--- config.mk ---
export PLATFORM = sky130hd
export DESIGN_NAME = z16_button_conditioner
export DESIGN_NICKNAME = d
export VERILOG_FILES = /design/src/rtl/z16_button_conditioner.sv
export SDC_FILE = /design/constraint.sdc
export NUM_CORES = 1
export LEC_CHECK = 0
export BUFFER_PORTS_ARGS = -buffer_cell sky130_fd_sc_hd__buf_2
export CAP_MARGIN = 5
export CORE_ASPECT_RATIO = 1.1
export CORE_UTILIZATION = 45
export CTS_BUF_LIST = sky130_fd_sc_hd__clkbuf_8
export CTS_CLUSTER_DIAMETER = 30
export DETAILED_ROUTE_END_ITERATION = 10
export GPL_ROUTABILITY_DRIVEN = 0
export PLACE_DENSITY_LB_ADDON = 0.1
export SYNTH_ARGS = -nofsm -noshare
export SYNTH_HDL_FRONTEND = slang
export SYNTH_SLANG_ARGS = --single-unit
--- constraint.sdc ---
create_clock -name i_clk -period 2.4 [get_ports i_clk]
set_input_delay 0.24 -clock i_clk [delete_from_list [all_inputs] [get_ports i_clk]]
set_output_delay 0.24 -clock i_clk [all_outputs]
set_load 0.03 [all_outputs]
--- src/rtl/z16_button_conditioner.sv ---
// z16_button_conditioner
// Conditions the raw board push-button before it reaches the Z16 CPU.
// The pin is normalised to active-high, passed through a two-flop
// synchroniser, debounced with a stability counter, and turned into a
// clean level, one-cycle press/release strobes, a sticky press-pending
// flag (cleared by the consumer's acknowledge) and a wrapping press counter.
//
// Parameters:
//   DEBOUNCE_CYCLES  stable synchronised samples needed to accept a new level
//                    (legal range 2 .. 2**CNT_W-1)
//   CNT_W            debounce counter width
//   PIN_ACTIVE_LOW   1 = pin reads 0 when pressed, 0 = pin reads 1 when pressed
//
// Ports:
//   i_clk          system clock, all state on the rising edge
//   i_rst          asynchronous reset, active-low
//   i_button       raw board pin, asynchronous
//   i_ack          consumer acknowledge, clears o_pending
//   o_level        debounced button state, 1 = pressed
//   o_press        one-cycle strobe on an accepted press
//   o_release      one-cycle strobe on an accepted release
//   o_pending      sticky: a press occurred and is not yet acknowledged
//   o_press_count  accepted-press counter, wraps 255 -> 0

module z16_button_conditioner #(
   parameter int DEBOUNCE_CYCLES = 270000,
   parameter int CNT_W           = 20,
   parameter bit PIN_ACTIVE_LOW  = 1'b1
) (
   input  logic       i_clk,
   input  logic       i_rst,
   input  logic       i_button,
   input  logic       i_ack,
   output logic       o_level,
   output logic       o_press,
   output logic       o_release,
   output logic       o_pending,
   output logic [7:0] o_press_count
);

   typedef enum logic [1:0] {
      RELEASED,
      PRESS_WAIT,
      PRESSED,
      RELEASE_WAIT
   } state_t;

   // The counter reaching this value on a still-stable sample is the
   // DEBOUNCE_CYCLES-th consecutive sample of the new level.
   localparam logic [CNT_W-1:0] CNT_LAST = CNT_W'(DEBOUNCE_CYCLES - 1);
   localparam logic [CNT_W-1:0] CNT_ONE  = CNT_W'(1);

   logic             pin_pressed;
   logic             sync_meta;
   logic             sync_s;
   state_t           state;
   state_t           state_next;
   logic [CNT_W-1:0] count;
   logic [CNT_W-1:0] count_next;
   logic             press_next;
   logic             release_next;

   // Normalise the pin so that 1 always means "pressed" from here on.
   assign pin_pressed = PIN_ACTIVE_LOW ? ~i_button : i_button;

   // Two-flop synchroniser. Reset loads the released value so that leaving
   // reset never looks like a level change.
   always_ff @(posedge i_clk or negedge i_rst) begin
      if (!i_rst) begin
         sync_meta <= 1'b0;
         sync_s    <= 1'b0;
      end else begin
         sync_meta <= pin_pressed;
         sync_s    <= sync_meta;
      end
   end

   // Debounce state and stability counter. The strobes are registered on
   // the same edge that enters the new stable state, so each one lines up
   // with the first cycle of the new o_level value.
   always_ff @(posedge i_clk or negedge i_rst) begin
      if (!i_rst) begin
         state     <= RELEASED;
         count     <= '0;
         o_press   <= 1'b0;
         o_release <= 1'b0;
      end else begin
         state     <= state_next;
         count     <= count_next;
         o_press   <= press_next;
         o_release <= release_next;
      end
   end

   // Next-state logic. The wait states count consecutive samples of the
   // candidate level; any sample of the old level abandons the attempt and
   // returns to the stable state with the counter cleared, which is what
   // makes short glitches invisible at the output.
   always_comb begin
      state_next   = state;
      count_next   = count;
      press_next   = 1'b0;
      release_next = 1'b0;
      case (state)
         RELEASED: begin
            if (sync_s) begin
               state_next = PRESS_WAIT;
               count_next = CNT_ONE;
            end
         end
         PRESS_WAIT: begin
            if (!sync_s) begin
               state_next = RELEASED;
               count_next = '0;
            end else if (count == CNT_LAST) begin
               state_next = PRESSED;
               count_next = '0;
               press_next = 1'b1;
            end else begin
               count_next = count + CNT_ONE;
            end
         end
         PRESSED: begin
            if (!sync_s) begin
               state_next = RELEASE_WAIT;
               count_next = CNT_ONE;
            end
         end
         RELEASE_WAIT: begin
            if (sync_s) begin
               state_next = PRESSED;
               count_next = '0;
            end else if (count == CNT_LAST) begin
               state_next   = RELEASED;
               count_next   = '0;
               release_next = 1'b1;
            end else begin
               count_next = count + CNT_ONE;
            end
         end
         default: begin
            state_next = RELEASED;
            count_next = '0;
         end
      endcase
   end

   // The debounced level is pressed throughout PRESSED and while a release
   // is still being qualified.
   assign o_level = (state == PRESSED) || (state == RELEASE_WAIT);

   // Consumer-facing bookkeeping, driven by the strobe during its cycle.
   // A press arriving together with an acknowledge keeps the flag set so
   // that the new press is never lost.
   always_ff @(posedge i_clk or negedge i_rst) begin
      if (!i_rst) begin
         o_pending     <= 1'b0;
         o_press_count <= 8'd0;
      end else begin
         if (o_press) begin
            o_pending     <= 1'b1;
            o_press_count <= o_press_count + 8'd1;
         end else if (i_ack) begin
            o_pending <= 1'b0;
         end
      end
   end

endmodule

==> impl_metrics.py <==
metrics = {
    "final_layout": {
        "diodes": 0,
        "fillCellCount": 360,
        "ff_latch_area_um2": 875.8,
        "nets": 206,
        "area_growth_pct": 14.21,
        "final_util_pct": 54.31,
        "layout-drive-gt1-share_pct": 17.50,
        "multi_input_area_um2": 812.0,
    },
    "critical_path": {
        "startpoint_type": "flop",
        "critPathArrivalTime_ps": 2460,
        "reg2reg_depth": 6,
        "max_stage_delay_ps": 560,
        "reg2reg_to": "count[7]",
        "worst-path-buf-inv": 1,
        "crit_chain": "or4b_1 -> or4_4 -> o21ai_4 -> buf_12 -> o21ai_0 -> a21o_1",
        "crit_slowest_cell": "or4b_1",
        "r2r_slack_ps": 120,
        "r2r_start": "count[6]",
        "crit_type": "reg2reg",
        "cp-end-kind": "flop",
        "cp_top_family": "simple AND/OR/NAND/NOR gates",
        "required_ps": 2580,
        "critical_path.max_fanout": 11,
    },
    "floorplanning": {
        "fp-row-count": 23,
        "pin_count": 16,
        "die_area_um2": 4146,
        "start_util_pct": 47.55,
        "coreArea_um2": 3684,
        "die-height_um": 67.44,
        "die_w_um": 61.49,
    },
    "global_routing": {
        "grt_pass1_vias": 1283,
        "gr-total-overflow": 0,
        "antenna_found_initial": 0,
        "grt_pass1_wl_um": 5975,
        "grt_max_degree": 36,
        "met3_usage_pct": 4.598,
        "grt_util_met1_pct": 26.87,
        "use_met2_pct": 31.72,
        "top_usage_layer": "met2",
        "grt_usage_pct": 20.51,
    },
    "clock_tree": {
        "cts_buffer_depth": 2,
        "cts_resized": 0,
        "cts_root_buf": "clkbuf_8",
        "hold_buffers": 0,
        "post_cts_buffers": 0,
        "cts_tree": "built",
        "clock_sinks": 35,
        "cts_max_level": 2,
        "clk_latency_ps": 290,
        "path_clk_slew_ps": 70,
        "cts_inserted_buffers": 5,
    },
    "routing": {
        "num_vias": 1404,
        "detail-route-antenna-nets": 0,
        "wl_um": 3671,
        "dr.pass1.iters": 4,
        "wl_per_cell_um": 14.68,
        "via_per_inst": 5.616,
        "route.detailed.drc": 0,
        "drt_iter0_markers": 45,
    },
    "synthesis": {
        "synth_cells": 177,
        "synth-edff-count": 0,
        "netlist_top_cells_area": "dfrtp_1 50%, nand2_1 4.3%, a21o_1 3.9%",
        "synth_sequential_area_ratio_pct": 50.00,
        "syn_area_um2": 1752,
        "async_flop_share_pct": 100.0,
        "synth.top_cell.area_share_pct": 50.00,
        "ys_types": 40,
        "ys.flop_type": "dfrtp_1",
        "postSynthNetCount": 183,
        "yosys_warnings": 0,
        "synth-seq-cells": 35,
        "yosysMostFrequentCell": "dfrtp_1",
        "avgSynthCellArea_um2": 9.896,
        "yosys-top-cells-count": "35 x dfrtp_1, 20 x nand2_1, 11 x nand3_1, 9 x a21o_1, 9 x o21ai_0",
        "synth_top_area_cell": "dfrtp_1",
    },
    "pwr": {
        "max-vdd-ir-drop_v": 0.0004173,
        "leakagePower_nw": 0.9456,
        "power_density_nw_per_um2": 811.1,
    },
    "run": {
        "maxCapViolCount": 0,
    },
    "min_path": {
        "min_path_type": "in2async",
    },
    "sta": {
        "fin_worst_skew_ps": 3.319,
        "hold_violations": 0,
        "slew_viol_final": 0,
        "fmax_ghz": 0.4381,
        "setup_viol": 0,
        "post-route-min-period_ps": 2283,
        "min_period_over_period_pct": 95.11,
        "tns_ps": 0,
        "tightest_slew_ps": 786.3,
        "rsz0062_at_grt": "false",
        "slew_headroom_pct": 47.58,
    },
    "place": {
        "dp_hpwl_um": 2565,
        "io_buffers": 15,
    },
    "run_status": {
        "status": "completed",
    },
}
## layout by cell type, fill, tap and decap left out, types with 2 or more instances in the layout
cell,n
a21o_1,9
a21oi_1,8
and3_1,3
buf_2,15
buf_4,5
clkbuf_8,6
dfrtp_1,35
ha_1,2
inv_1,8
nand2_1,20
nand3_1,11
nand4_1,8
nor2_1,8
nor3_1,3
nor3b_1,4
nor4_1,5
o21ai_0,9
o21ai_1,3
or3_1,7
or4b_1,2
xnor2_1,5
xor2_1,3
## registers in the layout, indices dropped and copies added, names as in the netlist, named ones only
| name | flops |
|---|---|
| count | 20 |
| sync_s | 1 |
| o_press | 1 |
| o_pending | 1 |
| sync_meta | 1 |
| o_release | 1 |
| state | 1 |
| o_press_count | 8 |
## per-layer routing
metal	up-vias	wire, µm
li1	691	-
met1	670	1690
met2	38	1746
met3	5	180
met4	0	54
met5	-	0
## cell families after synthesis
family / Yosys count / synth area share [%]
flip-flops: 35 / 50.00
buffers and inverters: 13 / 3.643
AO/OA/AOI/OAI: 40 / 15.64
XOR/XNOR: 8 / 4.000
multiplexers: 2 / 1.500
adder cells (fa/ha/maj): 2 / 1.428
AND/OR/NAND/NOR: 77 / 23.79
## per-stage QoR
| step | power [mW] | setup slack (ps) | hold slack [ps] | cell area, µm² | std cells |
|---|---|---|---|---|---|
| 2_1_floorplan | 1.075 | 225.9 | -55.59 | 1752 | 177 |
| 6_report | 1.623 | 117.3 | 28.09 | 2001 | 250 |
| 3_5_place_dp | 1.205 | 129.2 | 334.7 | 1913 | 243 |
| 3_3_place_gp | 1.195 | 173.6 | 333.9 | 1913 | 243 |
| 5_1_grt | 1.727 | 37.57 | 82.06 | 2001 | 250 |
| 4_1_cts | 1.642 | 119.8 | 48.36 | 2001 | 250 |
## where the power goes
group	leakage, nW	internal, mW	total, mW	switching (mW)
Sequential	0.477	0.628	0.674	0.0463
Combinational	0.422	0.206	0.523	0.317
Clock	0.0470	0.225	0.426	0.201
## how the worst max path moves through the flow
stage	startpoint	end	cells past startpoint
final	count[6]	count[7]	6
after global placement	count[6]	count[7]	6
after detailed placement	count[6]	count[7]	6
after floorplan	count[8]	count[1]	5
after global routing	count[6]	count[7]	6
after CTS	count[6]	count[7]	6
## layout make-up
| class | count | share of cell area, % |
|---|---|---|
| flip-flops and latches | 35 | 43.78 |
| multi-input cells | 129 | 40.59 |
| repair buffers | 21 | 6.629 |
| clock buffers | 6 | 4.128 |
| well taps | 50 | 3.127 |
| inverters | 8 | 1.501 |
| clock inverters | 1 | 0.2502 |
Power figures use the tool's default switching activity.
